**config.mk**
```make
export PLATFORM = sky130hd
export DESIGN_NAME = disp_scan_ctrl
export DESIGN_NICKNAME = d
export VERILOG_FILES = /design/src/rtl/disp_pkg.sv /design/src/rtl/disp_scan_ctrl_hex2seg.sv /design/src/rtl/disp_scan_ctrl.sv
export SDC_FILE = /design/constraint.sdc
export NUM_CORES = 1
export LEC_CHECK = 0
export CORE_AREA = 2 2 93 95
export DETAILED_ROUTE_END_ITERATION = 7
export DIE_AREA = 0 0 95 97
export HOLD_SLACK_MARGIN = 0.02
export PLACE_DENSITY = 0.57
export REMOVE_ABC_BUFFERS = 1
export SLEW_MARGIN = 25
export SYNTH_ARGS = -nofsm -noshare
export SYNTH_HDL_FRONTEND = slang
export SYNTH_SLANG_ARGS = --single-unit
```
**constraint.sdc**
```tcl
create_clock -name clk -period 2.85 [get_ports clk]
set_input_delay 0.7125 -clock clk [delete_from_list [all_inputs] [get_ports clk]]
set_output_delay 0.7125 -clock clk [all_outputs]
set_load 0.005 [all_outputs]
```
**src/rtl/disp_pkg.sv**
```systemverilog
// Shared types and constants for the seven-segment scan controller.
// Latency: n/a (declarations only).
// Backpressure: n/a.
package disp_pkg;

  typedef enum logic {
    BLANK = 1'b0,
    SHOW  = 1'b1
  } disp_state_t;

  // All segments off, decimal point off (active-low bus).
  localparam logic [7:0] SEG_BLANK = 8'hFF;

  // Active-high {g,f,e,d,c,b,a} glyphs for hex digits 0..F.
  localparam logic [6:0] GLYPH [16] = '{
    7'h3F, 7'h06, 7'h5B, 7'h4F,
    7'h66, 7'h6D, 7'h7D, 7'h07,
    7'h7F, 7'h6F, 7'h77, 7'h7C,
    7'h39, 7'h5E, 7'h79, 7'h71
  };

endpackage

```
**src/rtl/disp_scan_ctrl_hex2seg.sv**
```systemverilog
// Nibble to active-high seven-segment glyph lookup.
// Latency: combinational.
// Backpressure: none.
module hex2seg
  import disp_pkg::*;
(
  input  logic [3:0] nib,
  output logic [6:0] seg
);

  assign seg = GLYPH[nib];

endmodule

```
**src/rtl/disp_scan_ctrl.sv**
```systemverilog
// Four-digit seven-segment scan controller with per-slot blanking and frame-aligned value updates.
// Latency: load -> pending next edge; new glyph at first SHOW of digit 0 after the frame boundary.
// Backpressure: none; a later load overwrites the pending word. Optional PWM dimming under DISP_DIM_EN.
module disp_scan_ctrl
  import disp_pkg::*;
#(
  parameter int CLK_HZ       = 50_000_000,
  parameter int SCAN_HZ      = 1000,
  parameter int BLANK_CYCLES = 64
) (
  input  logic        clk,
  input  logic        reset,
  input  logic [15:0] value,
  input  logic [3:0]  dp,
  input  logic        load,
`ifdef DISP_DIM_EN
  input  logic [1:0]  dim,
`endif
  output logic [1:0]  digit,
  output logic [7:0]  leds,
  output logic        pending,
  output logic        frame_done
);

  localparam int DIV = CLK_HZ / SCAN_HZ;
  localparam int CW  = $clog2(DIV);
  localparam logic [CW-1:0] SLOT_LAST  = CW'(DIV - 1);
  localparam logic [CW-1:0] BLANK_LAST = CW'(BLANK_CYCLES - 1);

  if (!(BLANK_CYCLES > 0 && BLANK_CYCLES < DIV)) begin : g_bad_blank
    $error("disp_scan_ctrl: BLANK_CYCLES must satisfy 0 < BLANK_CYCLES < CLK_HZ/SCAN_HZ");
  end

  disp_state_t   state;
  logic [CW-1:0] slot_cnt;
  logic [15:0]   val_sh, val_pd;
  logic [3:0]    dp_sh, dp_pd;
  logic [3:0]    nib;
  logic [6:0]    seg;
  logic [7:0]    glyph_n;
  logic          lit_next;

  assign nib     = val_sh[{digit, 2'b00} +: 4];
  assign glyph_n = ~{dp_sh[digit], seg};

  hex2seg u_hex2seg (
    .nib (nib),
    .seg (seg)
  );

`ifdef DISP_DIM_EN
  localparam int S = DIV - BLANK_CYCLES;

  logic [1:0] dim_q;
  logic [1:0] dim_eff;
  int         limit;

  // Latch the dim level once per slot so the lit window cannot change mid-slot.
  always_ff @(posedge clk or posedge reset) begin
    if (reset)
      dim_q <= 2'd0;
    else if (slot_cnt == '0)
      dim_q <= dim;
  end

  // Decide whether the cycle after this edge falls inside the lit part of SHOW.
  always_comb begin
    dim_eff = (slot_cnt == '0) ? dim : dim_q;
    case (dim_eff)
      2'd0:    limit = S;
      2'd1:    limit = (3 * S) / 4;
      2'd2:    limit = S / 2;
      default: limit = S / 4;
    endcase
    lit_next = (int'(slot_cnt) + 1 - BLANK_CYCLES) < limit;
  end
`else
  assign lit_next = 1'b1;
`endif

  // Slot sequencer, frame-boundary word swap and registered display outputs.
  always_ff @(posedge clk or posedge reset) begin
    if (reset) begin
      state      <= BLANK;
      slot_cnt   <= '0;
      digit      <= 2'd0;
      leds       <= SEG_BLANK;
      pending    <= 1'b0;
      frame_done <= 1'b0;
      val_sh     <= 16'h0;
      dp_sh      <= 4'h0;
      val_pd     <= 16'h0;
      dp_pd      <= 4'h0;
    end else begin
      frame_done <= 1'b0;
      if (load) begin
        val_pd  <= value;
        dp_pd   <= dp;
        pending <= 1'b1;
      end
      case (state)
        BLANK: begin
          slot_cnt <= slot_cnt + 1'b1;
          if (slot_cnt == BLANK_LAST) begin
            state <= SHOW;
            leds  <= lit_next ? glyph_n : SEG_BLANK;
          end
        end
        SHOW: begin
          if (slot_cnt == SLOT_LAST) begin
            // Blank on the same edge the digit steps to avoid ghosting.
            slot_cnt <= '0;
            state    <= BLANK;
            leds     <= SEG_BLANK;
            digit    <= digit + 1'b1;
            if (digit == 2'd3) begin
              frame_done <= 1'b1;
              if (load) begin
                // A load on the boundary goes straight to the shadow word.
                val_sh  <= value;
                dp_sh   <= dp;
                pending <= 1'b0;
              end else if (pending) begin
                val_sh  <= val_pd;
                dp_sh   <= dp_pd;
                pending <= 1'b0;
              end
            end
          end else begin
            slot_cnt <= slot_cnt + 1'b1;
            leds     <= lit_next ? glyph_n : SEG_BLANK;
          end
        end
        default: begin
          state    <= BLANK;
          slot_cnt <= '0;
          leds     <= SEG_BLANK;
        end
      endcase
    end
  end

endmodule

```
==> reports/summary.md <==
The flow ran to the end, and the final reports show no timing, DRC or antenna violations. Number of antenna diodes: 0. The count of flip-flops with a built-in enable after synthesis was 0.

The clock transition at the registers of the reported paths is 0.07 ns. Width of the die: 95 um. The placer congestion estimate was 0.812; the relative slew slack was 0.618. For this run, the post-layout net count is 311. The cell row count is 33. The floorplan step defined a die boundary enclosing 9220 um^2. Setup repair after global routing left no endpoint under its margin. Share of synthesized flip-flops with an asynchronous set or reset: 1.00. Most area-hungry cell type in the Yosys netlist: sky130_fd_sc_hd__dfrtp_1.

Total grt overflow: 0. The detailed-route vias per instance came out at 4.98. Across the run, the number of max-cap violations was 0. The tools report the highest achievable clock rate as 432 MHz. For the total global routing track utilization, the log shows 0.146. The share of the clock period used by the worst path after layout was 0.812.

The worst setup path is launched from a flip-flop. The max-slew violation total from the final report is 0, and the via count is 1,944. The logs give 0.391 for the starting density of the core and 0 for the number of hold-slack violations in the final timing report. Summing all non-filler instances in the final layout gives an area of 3870 um^2.

Counting the buffers created by CTS gives 9. Synthesis instantiated 34 different standard cells from the library. Initial antenna violation count: 0.

TritonCTS built the clock tree. The static power due to leakage is 1.77 nW, and the largest net degree at the start of global routing is 33. The via count of the first global-routing pass was 2,034; the post-detailed-routing wire length was 5890 um.

Post-CTS repair changed the size of 0 cells. The run gives 0 ns as the sum of negative setup slack. Data on the critical path is required at its endpoint by 3.08 ns. The cell area that synthesis handed to floorplanning was 3180 um^2.

After synthesis, the most frequently instantiated cells are 61 x sky130_fd_sc_hd__dfrtp_1, 25 x sky130_fd_sc_hd__nor2_1, 22 x sky130_fd_sc_hd__mux2_2, 20 x sky130_fd_sc_hd__mux2_4, 11 x sky130_fd_sc_hd__nand2_1. The area share of the leading cell type in the synthesized netlist came out at 0.480. After synthesis the netlist holds a flip-flop and latch count of 69.

The tools report the number of buffers inserted by hold repair at cts as 0. The die is 97 um tall. STA classifies the critical path endpoint as a flip-flop.

The classification of the worst setup path was flip-flop to flip-flop. The clock latency of the later-clocked register in the worst-skew pair is 0.35 ns, and the slew at the pin closest to its max-slew limit is 0.569 ns. The run gives 35 as the count of boundary I/O pins. The most numerous cell in the Yosys netlist is sky130_fd_sc_hd__dfrtp_1.

The count of nets left with antenna violations once routing finished came out at 0. The fraction of final layout cells with drive strength greater than 1 was 0.284; the average wire per cell in the routed design was 15.1 um. The maximum vdd ir drop was 0.323 mV; the sequential cell area fraction in the yosys report was 0.546. The kind of path behind the tightest hold check was flip-flop to flip-flop. The detailed router finished its first iteration with 41 violations.

The post-DP HPWL is 4200 um. The clock period minus final worst setup slack came out at 2.32 ns. The placeable core region was 8130 um^2. The area growth from synthesis to layout was 21.7%; the number of cells produced by synthesis was 239. Port buffering added 34 buffers. Final cell count without fillers: 390. Yosys attributes the largest share of cell area to sky130_fd_sc_hd__dfrtp_1 48%, sky130_fd_sc_hd__mux2_4 9.4%, sky130_fd_sc_hd__mux2_2 7.8%. The first global-routing pass estimated 10,300 um of wire. Once placement completed, the tool counted placed cells totaling 374. Power spread over the standard cell area amounts to 524 nW/um^2. In the synthesized netlist the dominant register cell turns out to be sky130_fd_sc_hd__dfrtp_1.

In this run the clock root is driven by a sky130_fd_sc_hd__clkbuf_8. STA puts the critical path data arrival time at 2.54 ns. Buffers added to address setup during post-CTS repair amount to 0. Dividing the synthesized area by the synthesized cell count gives 13.3 um^2. The number of sinks driven by the clock tree came out at 69. During synthesis, Yosys emitted a total of 0 warnings. Largest driver fanout on the critical path: 20.

The logs give 3640 um^2 for the instance area after placement and 2 for the buffer depth of the longest clock path. Setup violations remaining at the end of the flow were counted as 0. The final clock skew is 0.00700 ns.

The count of H-tree levels built during CTS was 3. The DRC violation count after routing is 0. The first TritonRoute pass finished after 4 iterations.
==> cell type report <==
type / instances / area, um^2
Multi-Input combinational cell: 157 / 1380
Clock buffer: 11 / 151
Clock inverter: 5 / 82.6
Timing Repair Buffer: 39 / 378
Sequential cell: 69 / 1740
Tap cell: 105 / 131
Fill cell: 729 / 4260
Inverter: 4 / 15.0
==> flip-flops by register name, indices dropped and copies added, names as in the netlist <==
register / cells
dp_pd: 4
val_pd: 16
pending: 1
val_sh: 16
frame_done: 1
state: 1
leds: 8
slot_cnt: 16
dp_sh: 4
digit: 2
==> worst paths after layout <==
kind	startpoint	endpoint	slack, ns	cells past startpoint
min	slot_cnt[10]	slot_cnt[10]	0.50	1
max	slot_cnt[11]	val_sh[3]	0.53	5
min in group asynchronous	reset	slot_cnt[3]	0.62	2
min reg2reg	slot_cnt[10]	slot_cnt[10]	0.50	1
max in group asynchronous	reset	leds[7]	1.50	3
max reg2reg	slot_cnt[11]	val_sh[3]	0.53	5
==> power by group <==
part | internal (mW) | total [mW] | switching (mW)
clock network | 0.540 | 0.917 | 0.377
logic | 0.0554 | 0.0977 | 0.0423
registers | 1.01 | 1.01 | 0.00637
==> per-stage QoR <==
step | total power [mW] | worst slack [ns] | util | hold slack, ns
2_1_floorplan | 1.08 | 0.411 | - | 0.455
3_3_place_gp | 1.13 | 0.556 | 0.447 | 0.483
3_5_place_dp | 1.13 | 0.519 | 0.447 | 0.488
4_1_cts | 2.06 | 0.517 | 0.476 | 0.500
5_1_grt | 2.11 | 0.430 | 0.476 | 0.511
6_report | 2.03 | 0.534 | 0.476 | 0.497
==> critical path, cell delays in order (launching register included) <==
cell and delay [ns]:
sky130_fd_sc_hd__dfrtp_1 0.41, sky130_fd_sc_hd__or4_4 0.56, sky130_fd_sc_hd__nor2_4 0.12, sky130_fd_sc_hd__and3_4 0.31, sky130_fd_sc_hd__nand3b_4 0.38, sky130_fd_sc_hd__mux2_4 0.42
==> kinds of logic after synthesis <==
logic type,share of synthesized area
AO/OA/AOI/OAI,0.0476
XOR/XNOR,0.0358
adder cells (fa/ha/maj),0.0314
buffers and inverters,0.0216
flip-flops,0.546
multiplexers,0.223
AND/OR/NAND/NOR,0.0947
==> per-layer routing <==
layer  vias to the layer above  track usage  share of wire
met2                        34        0.231           0.50
met3                         9       0.0561          0.044
met4                         0       0.0401          0.013
met5                         -            0              0
met1                       976        0.186           0.45
li1                        925            -              -
==> layout by cell type (no fill, tap or decap), types with 7 or more instances in the layout <==
master	netlist	routed
sky130_fd_sc_hd__nor2_1	25	25
sky130_fd_sc_hd__mux2_2	22	22
sky130_fd_sc_hd__nand2_1	11	11
sky130_fd_sc_hd__dfrtp_1	61	61
sky130_fd_sc_hd__clkdlybuf4s50_1	0	34
sky130_fd_sc_hd__mux2_4	20	20
sky130_fd_sc_hd__dfstp_2	8	8
sky130_fd_sc_hd__xnor2_1	7	7
sky130_fd_sc_hd__clkbuf_8	0	11
sky130_fd_sc_hd__ha_1	8	8
sky130_fd_sc_hd__a31oi_1	7	7
Power figures use the tool's default switching activity.
